## src/rtl/ioport_pkg.sv

```systemverilog
// Shared definitions for the I/O port decoder: FSM states, default widths
// and the channel-slot numbering used by the SBC top level.
package ioport_pkg;

  typedef enum logic [1:0] {
    IDLE   = 2'd0,
    WAIT   = 2'd1,
    STROBE = 2'd2,
    HOLD   = 2'd3
  } ioport_state_t;

  localparam int ADDR_W_DEF = 8;
  localparam int WS_W_DEF   = 3;

  // Channel slots as wired by the SBC top level
  localparam int CON    = 0;
  localparam int FBAR   = 1;
  localparam int MISC   = 2;
  localparam int IOBYTE = 3;
  localparam int RAMA16 = 4;
  localparam int PORTFF = 5;

endpackage

```

## src/rtl/ioport_match.sv

```systemverilog
// Combinational base/mask window compare across all channels; reports the
// lowest-index channel that matches the address and access direction.
module ioport_match
  import ioport_pkg::*;
#(
  parameter int NUM_CH = 8,
  parameter int ADDR_W = ADDR_W_DEF,
  parameter int IDX_W  = 3
) (
  input  logic [ADDR_W-1:0]        address,
  input  logic                     is_read,
  input  logic [NUM_CH*ADDR_W-1:0] ch_base,
  input  logic [NUM_CH*ADDR_W-1:0] ch_mask,
  input  logic [NUM_CH-1:0]        ch_rd_en,
  input  logic [NUM_CH-1:0]        ch_wr_en,
  output logic                     hit,
  output logic [IDX_W-1:0]         hit_idx
);

  logic [NUM_CH-1:0] match;

  always_comb begin
    match = '0;
    for (int unsigned n = 0; n < NUM_CH; n++) begin
      match[n] = (((address ^ ch_base[n*ADDR_W +: ADDR_W]) & ch_mask[n*ADDR_W +: ADDR_W]) == '0)
                 && (is_read ? ch_rd_en[n] : ch_wr_en[n]);
    end
  end

  // Scan downwards so the lowest matching index is the last one written
  always_comb begin
    hit     = |match;
    hit_idx = '0;
    for (int unsigned n = NUM_CH; n > 0; n--) begin
      if (match[n-1]) hit_idx = IDX_W'(n - 1);
    end
  end

endmodule

```

## src/rtl/io_port_decoder_ws.sv

```systemverilog
// Registered I/O port decoder with per-channel wait states and ready control.
// Optional sticky miss reporting is built when IOPORT_DECODE_ERR_EN is defined.
module io_port_decoder_ws
  import ioport_pkg::*;
#(
  parameter int NUM_CH = 8,
  parameter int ADDR_W = ADDR_W_DEF,
  parameter int WS_W   = WS_W_DEF,
  localparam int IDX_W = (NUM_CH > 1) ? $clog2(NUM_CH) : 1
) (
  input  logic                     clock,
  input  logic                     reset,
  input  logic [ADDR_W-1:0]        address,
  input  logic                     ioread,
  input  logic                     iowrite,
  input  logic [NUM_CH*ADDR_W-1:0] ch_base,
  input  logic [NUM_CH*ADDR_W-1:0] ch_mask,
  input  logic [NUM_CH-1:0]        ch_rd_en,
  input  logic [NUM_CH-1:0]        ch_wr_en,
  input  logic [NUM_CH*WS_W-1:0]   ch_wait,
  output logic [NUM_CH-1:0]        cs,
  output logic                     rd_stb,
  output logic                     wr_stb,
  output logic [IDX_W-1:0]         hit_idx,
  output logic                     ready
`ifdef IOPORT_DECODE_ERR_EN
  ,
  input  logic                     err_clr,
  output logic                     miss_err,
  output logic [ADDR_W-1:0]        miss_addr,
  output logic                     miss_wr
`endif
);

  ioport_state_t state_q, state_d;

  logic              req, req_q, start;
  logic              hit;
  logic [IDX_W-1:0]  match_idx;
  logic [WS_W-1:0]   sel_wait;
  logic [WS_W-1:0]   cnt_q, cnt_d;
  logic [IDX_W-1:0]  idx_q, idx_d;
  logic              dir_rd_q, dir_rd_d;
  logic [NUM_CH-1:0] cs_d;
  logic              ready_d, rd_stb_d, wr_stb_d;

  assign req      = ioread ^ iowrite;
  assign start    = req && !req_q && (state_q == IDLE);
  assign sel_wait = ch_wait[match_idx*WS_W +: WS_W];

  ioport_match #(
    .NUM_CH (NUM_CH),
    .ADDR_W (ADDR_W),
    .IDX_W  (IDX_W)
  ) u_match (
    .address  (address),
    .is_read  (ioread),
    .ch_base  (ch_base),
    .ch_mask  (ch_mask),
    .ch_rd_en (ch_rd_en),
    .ch_wr_en (ch_wr_en),
    .hit      (hit),
    .hit_idx  (match_idx)
  );

  // Left unreset so a request level held across reset cannot fake an edge
  always_ff @(posedge clock) begin
    req_q <= req;
  end

  always_ff @(posedge clock) begin
    if (reset) begin
      state_q  <= IDLE;
      cnt_q    <= '0;
      idx_q    <= '0;
      dir_rd_q <= 1'b0;
      cs       <= '0;
      ready    <= 1'b1;
      rd_stb   <= 1'b0;
      wr_stb   <= 1'b0;
    end else begin
      state_q  <= state_d;
      cnt_q    <= cnt_d;
      idx_q    <= idx_d;
      dir_rd_q <= dir_rd_d;
      cs       <= cs_d;
      ready    <= ready_d;
      rd_stb   <= rd_stb_d;
      wr_stb   <= wr_stb_d;
    end
  end

  always_comb begin
    state_d = state_q;
    unique case (state_q)
      IDLE:   if (start && hit) state_d = (sel_wait != '0) ? WAIT : STROBE;
      WAIT: begin
        if (!req)                     state_d = IDLE;
        else if (cnt_q == WS_W'(1))   state_d = STROBE;
      end
      STROBE: state_d = HOLD;
      HOLD:   if (!req) state_d = IDLE;
      default: state_d = IDLE;
    endcase
  end

  // Next values of the registered outputs and access context
  always_comb begin
    cs_d     = cs;
    ready_d  = ready;
    rd_stb_d = 1'b0;
    wr_stb_d = 1'b0;
    cnt_d    = cnt_q;
    idx_d    = idx_q;
    dir_rd_d = dir_rd_q;
    unique case (state_q)
      IDLE: begin
        cs_d    = '0;
        ready_d = 1'b1;
        if (start && hit) begin
          idx_d    = match_idx;
          dir_rd_d = ioread;
          cs_d     = NUM_CH'(1) << match_idx;
          ready_d  = 1'b0;
          cnt_d    = sel_wait;
        end
      end
      WAIT: begin
        if (!req) begin
          cs_d    = '0;
          ready_d = 1'b1;
          cnt_d   = '0;
        end else begin
          cnt_d   = cnt_q - WS_W'(1);
        end
      end
      STROBE: begin
        rd_stb_d = dir_rd_q;
        wr_stb_d = !dir_rd_q;
        ready_d  = 1'b1;
      end
      HOLD: begin
        ready_d = 1'b1;
        if (!req) cs_d = '0;
      end
      default: begin
        cs_d    = '0;
        ready_d = 1'b1;
      end
    endcase
  end

  assign hit_idx = idx_q;

`ifdef IOPORT_DECODE_ERR_EN
  logic miss;
  assign miss = start && !hit;

  // A miss coinciding with a clear both keeps the flag set and records this miss
  always_ff @(posedge clock) begin
    if (reset) begin
      miss_err  <= 1'b0;
      miss_addr <= '0;
      miss_wr   <= 1'b0;
    end else if (miss) begin
      miss_err <= 1'b1;
      if (!miss_err || err_clr) begin
        miss_addr <= address;
        miss_wr   <= !ioread;
      end
    end else if (err_clr) begin
      miss_err <= 1'b0;
    end
  end
`endif

endmodule

```

## config.mk

```make
export PLATFORM = sky130hd
export DESIGN_NAME = io_port_decoder_ws
export DESIGN_NICKNAME = d
export VERILOG_FILES = /design/src/rtl/ioport_pkg.sv /design/src/rtl/ioport_match.sv /design/src/rtl/io_port_decoder_ws.sv
export SDC_FILE = /design/constraint.sdc
export NUM_CORES = 1
export LEC_CHECK = 0
export CAP_MARGIN = 25
export CELL_PAD_IN_SITES_DETAIL_PLACEMENT = 0
export CELL_PAD_IN_SITES_GLOBAL_PLACEMENT = 1
export CORE_MARGIN = 4
export CORE_UTILIZATION = 24
export DETAILED_ROUTE_END_ITERATION = 10
export PLACE_DENSITY_LB_ADDON = 0.1
export SLEW_MARGIN = 20
export SYNTH_ARGS = -nofsm -noshare
export SYNTH_HDL_FRONTEND = slang
export SYNTH_SLANG_ARGS = --single-unit
```

## constraint.sdc

```tcl
create_clock -name clock -period 5.8 [get_ports clock]
set_input_delay 0.58 -clock clock [delete_from_list [all_inputs] [get_ports clock]]
set_output_delay 0.58 -clock clock [all_outputs]
set_load 0.05 [all_outputs]
```

==> impl_metrics.yaml <==
outcome:
  outcome: "complete, no violations"
power_and_ir_drop:
  p_clk_share_pct: 13.7
  p_int_mw: 0.437
  p_leak_nw: 1.66
  p_sw_share_pct: 37.3
  total_power_mw: 0.697
  ir_drop_uv: 78.4
  power_frac_comb_pct: 60.4
  powerDensity_nw_per_um2: 158
  seq_power_share_pct: 25.9
  power.switching_mw: 0.260
setup_path:
  critPathRequiredTime_ns: 5.96
  r2r_setup_slack_ns: 3.74
  rr_startpoint: "state_q[0]"
  worst_setup_path_end_kind: "flop"
  r2r-end: "cs[7]"
  crit_arrival_ns: 4.33
  worstSetupEndpoint: "state_q[0]"
  r2r_cells: 5
  critPathMaxFanout: 9
  crit_start: "address[0]"
  path_class: "in -> reg"
  critPathLaunchType: "input pin"
synth:
  ys_ff_latch: 21
  syn-num-nets: 472
  synth_edf_count: 0
  synth-async-reset-ratio_pct: 0
  yosys_warnings: 0
  synth_compound_area_share_pct: 27.7
  yosysTopAreaCellShare_pct: 23.7
  synth_top_family_by_area: "compound AO/OA/AOI/OAI gates"
  yosys.cell_types.count: 53
  synth_area_leaders: "xor2_1, dfxtp_1, a22oi_1, nor2_1, inv_1"
  syn_inst: 290
  synth.yosys.seq_area_share_pct: 17.7
  synth_mux_area_share_pct: 2.96
  synth-xor-area-share_pct: 24.4
  synth_adder_area_share_pct: 1.06
  synth_simple_gate_area_share_pct: 18.5
  synthFlopType: "dfxtp_1"
  syn_area_um2: 2370
  yosys.area.top_type: "xor2_1"
  postSynthAreaPerCell_um2: 8.17
clock_network:
  cts_tree: "done"
  insertion_delay_ns: 0.26
  cts.path.max_buffers: 2
  cts_root_buf: "clkbuf_8"
  clk_pin_slew_ns: 0.08
  clock-sinks: 21
  cts_buffers: 3
  cts_resized: 0
  cts_setup_buffers: 0
  postCtsHoldBufs: 0
  cts_max_level: 1
route:
  drt_iter0_drc: 164
  avgViaCountPerCell: 4.81
  routed_wl_um: 10900
  drtAntennaViolNets: 0
  drc: 0
  wl_per_cell_um: 18.0
  dr.pass1.iters: 4
  vias: 2906
final_layout:
  nets: 654
  utilization_pct: 45.6
  final_cell_mix: "clkdlybuf4s50_1, xor2_1, nor2_1"
  syn_to_final_growth_pct: 86.5
  n_antenna_cell: 0
  layout-drive-gt1-share_pct: 3.82
  layout_commonest_cell: "clkdlybuf4s50_1"
global_route:
  grt_max_degree: 21
  track_usage_pct: 18.2
  first_global_vias: 3103
  antenna_found_initial: 0
  grt_pass1_wl_um: 16200
  overflow: 0
sta:
  maxClockFrequency_mhz: 239
  drv_slew: 0
  max-slew-margin-rel_pct: 35.7
  timing_hold_violations_final: 0
  setup_viol_count_final: 0
  skew_ns: 0.00134
  worst_pin_slew_ns: 0.957
  fin_tns_setup_ns: 0
  min_period_over_period_pct: 72.0
  rsz0062_at_grt: "false"
  finalCriticalPeriod_ns: 4.18
place:
  dpl.hpwl_um: 9680
  portBuffers: 193
  gp_congestion: 0.825
flow_run:
  drv_cap: 0
die:
  ios: 194
  fp.dieW_um: 107
  die_y_um: 107
  start_util_pct: 24.5
  dieArea_um2: 11500
  row_count: 36
  core_um2: 9680
worst_hold_path:
  hold_path.class: "reg -> reg"
## cell usage after synthesis, types with 4 or more instances
master,number
xor2_1,64
nor2_1,25
a22oi_1,21
dfxtp_1,21
inv_1,19
nor3_1,10
nor4_1,9
nand2_1,8
a222oi_1,7
mux2i_1,7
a211oi_1,6
a21oi_1,6
nand3_1,6
buf_2,5
clkbuf_1,5
a221o_1,4
nor3b_1,4
## area by class of cell
class | count | area, um^2
fillers | 958 | 5260
inverters | 19 | 71.3
well taps | 133 | 166
clock inverters | 1 | 5.00
repair buffers | 195 | 1950
clock buffers | 3 | 41.3
multi-input cells | 232 | 1770
flip-flops and latches | 21 | 420
## how the worst min path moves through the flow
stage	from	end	slack, ns	cells past startpoint
2_1_floorplan	dir_rd_q	wr_stb	0.42	1
3_5_place_dp	dir_rd_q	wr_stb	0.44	1
6_report	dir_rd_q	wr_stb	0.45	1
3_3_place_gp	dir_rd_q	wr_stb	0.44	1
4_1_cts	dir_rd_q	wr_stb	0.45	1
5_1_grt	dir_rd_q	wr_stb	0.48	1
## registers in the layout, indices dropped and copies added (netlist names)
signal,count
cs,8
cnt_q,3
hit_idx,3
state_q,2
dir_rd_q,1
rd_stb,1
ready,1
req_q,1
wr_stb,1
## metrics by stage
step,area (um^2),setup WS (ns),cells,hold WS [ns]
after floorplan,2370,2.61,290,0.416
after CTS,4420,1.53,604,0.451
final,4420,1.62,604,0.449
after detailed placement,4370,1.25,600,0.440
after global routing,4420,1.20,604,0.481
after global placement,4370,1.30,600,0.442
## kinds of logic after synthesis
kind of cell | count (synthesis)
DFF | 21
and+or+nand+nor | 81
AOI/OAI and AO/OA | 76
muxes | 7
buffers and inverters | 37
xor gates and xnor gates | 66
adders and majority gates | 2
## metal layers
metal  vias to the layer above  share of wire, %  track usage [%]  routed length, um
met5                         -                 0                0                  0
met1                      1325                36             18.9               3890
met3                        18               8.7             5.28                949
met4                         0               2.7             5.86                294
li1                       1444                 -                -                  -
met2                       119                53             34.9               5740
## power by group through the flow
stage / Sequential (mW) / Clock (mW) / Combinational, mW
after global routing: 0.185 / 0.103 / 0.458
final: 0.181 / 0.0952 / 0.421
after CTS: 0.180 / 0.0979 / 0.424
after detailed placement: 0.183 / 0 / 0.422
after global placement: 0.183 / 0 / 0.417
after floorplan: 0.190 / 0 / 0.228
## worst max-delay path, cell delays in order
cell	delay, ns
clkdlybuf4s50_1	0.73
xor2_1	0.29
a222oi_1	0.46
nand3_1	0.15
a211oi_2	0.48
a311oi_2	0.21
nor4_1	0.38
o32ai_1	0.13
a211oi_1	0.49
nor4_2	0.09
a2111oi_2	0.33
Power figures use the tool's default switching activity.
